**config.mk**
```make
export PLATFORM = sky130hd
export DESIGN_NAME = buffer_readout
export DESIGN_NICKNAME = d
export VERILOG_FILES = /design/src/rtl/buffer_readout_pkg.sv /design/src/rtl/readout_counter.sv /design/src/rtl/buffer_readout.sv
export SDC_FILE = /design/constraint.sdc
export NUM_CORES = 1
export LEC_CHECK = 0
export CORE_UTILIZATION = 37
export CTS_BUF_LIST = sky130_fd_sc_hd__clkbuf_16
export CTS_CLUSTER_SIZE = 25
export DETAILED_ROUTE_END_ITERATION = 8
export GPL_ROUTABILITY_DRIVEN = 0
export PLACE_DENSITY = 0.62
export REMOVE_ABC_BUFFERS = 1
export SYNTH_ARGS = -nofsm -noshare
export SYNTH_HDL_FRONTEND = slang
export SYNTH_SLANG_ARGS = --single-unit
```
**constraint.sdc**
```tcl
create_clock -name clk -period 37.1 [get_ports clk]
set_input_delay 7.42 -clock clk [delete_from_list [all_inputs] [get_ports clk]]
set_output_delay 7.42 -clock clk [all_outputs]
set_load 0.01 [all_outputs]
```
**src/rtl/buffer_readout_pkg.sv**
```systemverilog
// Shared types for the buffer readout block: the drain FSM state encoding.
package buffer_readout_pkg;

    typedef enum logic {
        ST_IDLE  = 1'b0,
        ST_DRAIN = 1'b1
    } state_e;

endpackage

```
**src/rtl/readout_counter.sv**
```systemverilog
// Nested channel/stage counter for the snapshot drain. Channel is the inner
// index, stage the outer; `last` flags the final (chan, stage) pair.
module readout_counter #(
    parameter int numChannels = 16,
    parameter int depth       = 5
) (
    input  logic                           clk,
    input  logic                           rstb,
    input  logic                           clear,
    input  logic                           advance,
    output logic [$clog2(numChannels)-1:0] chan,
    output logic [$clog2(depth)-1:0]       stage,
    output logic                           last
);
    localparam int CW = $clog2(numChannels);
    localparam int SW = $clog2(depth);
    localparam logic [CW-1:0] CHAN_MAX  = CW'(numChannels - 1);
    localparam logic [SW-1:0] STAGE_MAX = SW'(depth - 1);

    logic [CW-1:0] chan_q, chan_d;
    logic [SW-1:0] stage_q, stage_d;
    logic          chan_last, stage_last;

    always_comb begin
        chan_last  = (chan_q == CHAN_MAX);
        stage_last = (stage_q == STAGE_MAX);
        chan_d     = chan_q;
        stage_d    = stage_q;
        if (clear) begin
            chan_d  = '0;
            stage_d = '0;
        end else if (advance) begin
            if (chan_last) begin
                chan_d  = '0;
                // Stage wraps too after the final word so the pair idles at (0,0).
                stage_d = stage_last ? '0 : stage_q + 1'b1;
            end else begin
                chan_d = chan_q + 1'b1;
            end
        end
    end

    always_ff @(posedge clk) begin
        if (!rstb) begin
            chan_q  <= '0;
            stage_q <= '0;
        end else begin
            chan_q  <= chan_d;
            stage_q <= stage_d;
        end
    end

    assign chan  = chan_q;
    assign stage = stage_q;
    assign last  = chan_last & stage_last;

endmodule

```
**src/rtl/buffer_readout.sv**
```systemverilog
// Captures a full snapshot of a channel x stage pipeline on trigger and drains
// it one word per accepted handshake, channel-inner / stage-outer.
module buffer_readout
    import buffer_readout_pkg::*;
#(
    parameter int numChannels = 16,
    parameter int bitwidth    = 8,
    parameter int depth       = 5
) (
    input  logic                                           clk,
    input  logic                                           rstb,
    input  logic [numChannels-1:0][depth-1:0][bitwidth-1:0] buffer,
    input  logic                                           trigger,
    input  logic                                           clear_overrun,
    input  logic                                           out_ready,
    output logic                                           out_valid,
    output logic [bitwidth-1:0]                            out_data,
    output logic [$clog2(numChannels)-1:0]                 out_chan,
    output logic [$clog2(depth)-1:0]                       out_stage,
    output logic                                           busy,
    output logic                                           done,
    output logic                                           overrun
);
    localparam int CW = $clog2(numChannels);
    localparam int SW = $clog2(depth);

    state_e state_q, state_d;
    logic   out_valid_q, out_valid_d;
    logic   busy_q, busy_d;
    logic   done_q, done_d;
    logic   overrun_q, overrun_d;
    logic   capture, xfer, last_word;

    logic [numChannels-1:0][depth-1:0][bitwidth-1:0] snap_q, snap_d;
    logic [CW-1:0] chan;
    logic [SW-1:0] stage;

    readout_counter #(
        .numChannels(numChannels),
        .depth      (depth)
    ) u_cnt (
        .clk    (clk),
        .rstb   (rstb),
        .clear  (capture),
        .advance(xfer),
        .chan   (chan),
        .stage  (stage),
        .last   (last_word)
    );

    always_comb begin
        xfer        = out_valid_q & out_ready;
        capture     = (state_q == ST_IDLE) & trigger;
        state_d     = state_q;
        out_valid_d = out_valid_q;
        busy_d      = busy_q;
        done_d      = 1'b0;
        snap_d      = capture ? buffer : snap_q;
        unique case (state_q)
            ST_IDLE: begin
                if (trigger) begin
                    state_d     = ST_DRAIN;
                    out_valid_d = 1'b1;
                    busy_d      = 1'b1;
                end
            end
            ST_DRAIN: begin
                if (xfer && last_word) begin
                    state_d     = ST_IDLE;
                    out_valid_d = 1'b0;
                    busy_d      = 1'b0;
                    done_d      = 1'b1;
                end
            end
            default: state_d = ST_IDLE;
        endcase
        // A trigger while draining always flags, even if a clear arrives with it.
        if (state_q == ST_DRAIN && trigger) overrun_d = 1'b1;
        else if (clear_overrun)             overrun_d = 1'b0;
        else                                overrun_d = overrun_q;
    end

    always_ff @(posedge clk) begin
        if (!rstb) begin
            state_q     <= ST_IDLE;
            out_valid_q <= 1'b0;
            busy_q      <= 1'b0;
            done_q      <= 1'b0;
            overrun_q   <= 1'b0;
        end else begin
            state_q     <= state_d;
            out_valid_q <= out_valid_d;
            busy_q      <= busy_d;
            done_q      <= done_d;
            overrun_q   <= overrun_d;
        end
    end

    // Snapshot storage carries no reset; it is only meaningful while draining.
    always_ff @(posedge clk) begin
        snap_q <= snap_d;
    end

    assign out_valid = out_valid_q;
    assign busy      = busy_q;
    assign done      = done_q;
    assign overrun   = overrun_q;
    assign out_chan  = chan;
    assign out_stage = stage;
    assign out_data  = snap_q[chan][stage];

endmodule

```
==> results.md <==
* CTS tree: done
* Clock root buffer master: sky130_fd_sc_hd__clkbuf_16
* Minimum setup slack in the final design at ~25000 ps
* Cell leakage power at between 10 and 15 nW
* Count of buffers inserted at the top-level ports at 663
* Length of routed wiring on met1 at roughly 28000 um
* Cell Pwr Density at 48.0 nW/um^2
* Crit end category: output pin
* Count of yosys warnings during synthesis at 0
* Tightest Pin Transition at about 1100 ps
* Fraction of final layout cells sized beyond drive strength 1 at 0.146
* Post-synthesis sequential area ratio at 0.779
* Worst-case setup slack after placement at approximately 25000 ps
* Final clock period utilization by the worst path at 0.332
* Setup skew after layout at approximately 16 ps
* Post-synthesis instance total at about 1100
* Number of clock buffers inserted by TritonCTS at 71
* Wire length of the first global-routing pass at around 100000 um
* Area of the mapped netlist at 25000 um^2
* Clock transition time at the flip-flop clock pins of the worst setup and hold paths at 60 ps
* Pins over their slew limit at 0
* Comb power frac at 0.078
* Status: complete, no violations
* Number of register bits inferred by synthesis at 651
* Seq pwr share at 0.521
* Startpoint types: flip-flop
* Async set-or-reset flop fraction in the synthesized netlist at 0
* Final ANT Viol Nets at 0
* CTS-repair resized insts at 0
* Detailed-routed wire length on met2 at 38700 um
* Synthesized-area fraction occupied by ao, oa, aoi and oai cells at 0.0320
* Grt ovf at 0
* Prevailing post-synth register cell: sky130_fd_sc_hd__edfxtp_1
* Top Layer Used: met5
* Netlist cell types at 52
* Worst IR drop on VDD at 32.2 uV
* Via count at ~14000
* Max Freq at about 80 MHz
* First-pass detailed-route iteration total at 5
* Maximum buffer depth of the clock tree at 3
* Worst endpoint required time at about 30000 ps
* Row Count at 94
* Worst Path Class, Setup: flip-flop to output pin
* Main combinational cell family by area after synthesis: multiplexers
* Via-per-instance ratio at 5.06
* Area of the die at slightly below 70000 um^2
* # IOs at approximately 660
* Biggest fanout along the worst timing path at between 40 and 50
* Post-synthesis share of cell area spent on and, or, nand and nor gates at 0.0164
* Psw at roughly 0.34 mW
* Arr. time, crit path at between 4000 and 5000 ps
* Commonest non-fill, non-tap cell in the layout: sky130_fd_sc_hd__clkdlybuf4s50_1
* Final net count at between 2000 and 2500
* Final HPWL from detailed placement at between 50000 and 60000 um
* Max-cap violations at 0
* Number of remaining DRC errors at 0
* Hold Buf Count CTS at 0
* Antenna violations before repair at 23
* Rel. slew slack at 0.266
* Die Span X at 262 um
* Count of flip-flops with a built-in enable after synthesis at 640
* Fraction of power spent switching nets at 0.201
* DR WL/cell at roughly 27 um
* Adder and majority cell fraction of the synthesized area at 0.00150
* Largest net degree at the start of global routing at approximately 200
* Initial core utilization at 0.377
* Internal power at approximately 1.3 mW
* Final-layout fill cell count at around 5300
* Synth-to-layout area growth at 39.2%
* Clk pwr share at 0.402
* Xor/xnor share of the synthesized area at 0.00105
* Clock net sink count at 651
* Number of design-rule violations left by the first detailed-router iteration at around 1100
* RSZ-0062 raised after global routing: false
* Number of setup buffers added after CTS at 0
* Latest clock arrival within the worst-skew pair at 590 ps
* Final Power at 1.67 mW
* Accumulated negative setup slack at 0 ps
* Number of global-route vias before repair at around 15000
* Commonest cells after routing, fill and taps aside: 663 x sky130_fd_sc_hd__clkdlybuf4s50_1, 640 x sky130_fd_sc_hd__edfxtp_1, 140 x sky130_fd_sc_hd__mux4_2, 72 x sky130_fd_sc_hd__clkbuf_16, 68 x sky130_fd_sc_hd__mux2i_1
* CTS H-tree lvls at 3
* Placed Instances at 2610
* Area of the core region at 66200 um^2
* Wire length reported by the detailed router at 74300 um
* Die Height at between 200 and 300 um
* Setup violators final at 0
* Multiplexer share of the synthesized area at 0.155
* Fin crit period at between 10000 and 15000 ps
* Type of the worst min-delay path: flip-flop to flip-flop
* Number of failing hold endpoints at the final stage at 0
* Wire length on met3 at ~6300 um
* Overall routing resource usage at 0.212
* Mean cell area of the mapped netlist at roughly 22 um^2
* Post-Layout Cell Count at 2746
## final timing paths
path	from	endpoint	slack (ps)	cells after the start
setup reg to reg	state_q	snap_q[365]	32560	4
setup / recovery	u_cnt.chan[1]	out_data[1]	24800	8
hold / removal	overrun	overrun	480	2
hold reg to reg	overrun	overrun	480	2
## routing by layer
layer  vias up  track usage
met5         -            0
met4        18       0.0623
met3       104       0.0666
met2       577        0.373
met1      7024        0.247
li1       6183            -
## critical path, cell delays in order (launching register included)
cell and delay [ps]:
sky130_fd_sc_hd__dfxtp_4 850, sky130_fd_sc_hd__buf_4 660, sky130_fd_sc_hd__buf_4 680, sky130_fd_sc_hd__nand3b_1 390
sky130_fd_sc_hd__o221a_2 350, sky130_fd_sc_hd__a22oi_1 170, sky130_fd_sc_hd__o2111ai_1 340, sky130_fd_sc_hd__nand3_1 180
sky130_fd_sc_hd__clkdlybuf4s50_1 620
## kinds of logic after synthesis
kind of cell	after synthesis
compound gates	106
simple gates	84
flops	651
fa+ha+maj	3
buf+inv	64
mux	211
xor+xnor	3
## cells in the mapped netlist (all sizes together) (4+ instances only)
cell / instances / area (um^2)
and2: 4 / 25.0
nor2b: 6 / 37.5
o21ai: 14 / 70.1
a21oi: 12 / 60.1
nand2: 23 / 86.3
nand3b: 4 / 33.8
o22ai: 8 / 50.1
mux2i: 68 / 681
o221ai: 19 / 166
mux4: 140 / 3150
clkbuf: 15 / 56.3
buf: 44 / 312
a22o: 10 / 87.6
edfxtp: 640 / 19200
nor3: 4 / 20.0
dfxtp: 11 / 220
nand3: 14 / 70.1
a211o: 11 / 96.3
nor2: 21 / 78.8
a32oi: 4 / 35.0
a211oi: 5 / 37.5
## per-stage QoR
step           hold WS (ps)   util  cell area, um^2
2_1_floorplan           463      -            24600
3_3_place_gp            469  0.491            32500
3_5_place_dp            475  0.491            32500
4_1_cts                 482  0.524            34700
5_1_grt                 537  0.525            34700
6_report                479  0.525            34800
## cell type report
type | count | area [um^2] | share of cell area
Antenna cell | 17 | 42.5 | 0.00122
Clock buffer | 72 | 1800 | 0.0518
Clock inverter | 47 | 383 | 0.0110
Inverter | 5 | 18.8 | 0.000540
Multi-Input combinational cell | 407 | 5160 | 0.148
Sequential cell | 651 | 19400 | 0.560
Tap cell | 864 | 1080 | 0.0311
Timing Repair Buffer | 683 | 6820 | 0.196
## sequential cells by signal, indices dropped and copies added (netlist names)
register / cells
snap_q: 640
busy: 1
u_cnt.chan: 4
state_q: 1
u_cnt.stage: 3
done: 1
overrun: 1
## power groups by stage
stage	Combinational (mW)	Clock, mW	Sequential [mW]
after floorplan	0.0433	0	0.925
after global placement	0.129	0	0.883
after detailed placement	0.131	0	0.885
after CTS	0.132	0.686	0.869
after global routing	0.137	0.714	0.872
final	0.130	0.670	0.869
Power figures use the tool's default switching activity.
==> edit: new RTL, same settings <==
Change the parameter `bitwidth` from 8 to 10.
--- a/src/rtl/buffer_readout.sv
+++ b/src/rtl/buffer_readout.sv
@@ -4,7 +4,7 @@
     import buffer_readout_pkg::*;
 #(
     parameter int numChannels = 16,
-    parameter int bitwidth    = 8,
+    parameter int bitwidth    = 10,
     parameter int depth       = 5
 ) (
     input  logic                                           clk,
Interface: changed (resized buffer and out_data); port bits go from 664 to 826. No check against the original RTL was run, so the function may have changed too.
==> edit against the unedited design <==
Cell area is 25% higher. Maximum frequency down 1.6%. Count of clock-buffer cells in the layout grew 14. Hold slack gained 0.024 ns. Synthesized cell count rose by 23%. Setup slack worse by 0.19 ns. Power is 24% higher. Synthesized area is 25% higher. Sequential cell count up 160. Sequential share of layout area up 0.081 points. Combinational power grew 24%. Wire length increased by 32%.
==> edit: results <==
export IMPL_status="finished clean"
export IMPL_cts_inserted_buffers=86
export IMPL_holdWs_ns=0.503
export IMPL_dp_cells=3228
export IMPL_ys_seq_area_frac=0.780
export IMPL_maxSlewHeadroom=0.259
export IMPL_first_pass_iters=7
export IMPL_clock_latency_ns=0.63
export IMPL_port_buffers=825
export IMPL_wl_met1_mm=36.1
export IMPL_grt_pass1_vias=19100
export IMPL_yosys_area_share_adder=0.00121
export IMPL_r2r_end="snap_q[368]"
export IMPL_vias=17600
export IMPL_use_met1=0.263
export IMPL_fillers=6522
export IMPL_grtUsageMet3=0.0719
export IMPL_wl_met2_mm=51.1
export IMPL_cpPeakStageDelay_ns=0.77
export IMPL_cp_slowest_cell="buf_4"
export IMPL_dpl_worst_slack_ns=24.74
export IMPL_rr_worst_depth=5
export IMPL_drive_gt1_frac=0.154
export IMPL_antenna_found_initial=56
export IMPL_crit_start="u_cnt.chan[0]"
export IMPL_crit_fanout=50
export IMPL_fin_cells=3417
export IMPL_grt_pass1_wl_mm=136
export IMPL_grt_usage=0.228
export IMPL_grt_max_degree=118
-- edit: report_power, final --
part           leakage, uW  switching, uW  total [uW]  internal [uW]
clock              0.00141            354         833            478
combinational      0.00505           56.4         161            104
sequential         0.00771           15.3        1080           1070
-- edit: kinds of logic after synthesis --
kind of cell,Yosys count
DFF,811
xor gates and xnor gates,3
buffers and inverters,79
AOI/OAI and AO/OA,130
muxes,262
adders and majority gates,3
and+or+nand+nor,92
-- edit: area by class of cell --
type | instances | area (um^2) | area share
Antenna cell | 39 | 97.6 | 0.00225
Tap cell | 1070 | 1340 | 0.0309
Inverter | 4 | 16.3 | 0.000376
Multi-Input combinational cell | 490 | 6390 | 0.148
Clock inverter | 64 | 556 | 0.0128
Sequential cell | 811 | 24300 | 0.560
Clock buffer | 86 | 2150 | 0.0497
Timing Repair Buffer | 853 | 8480 | 0.196
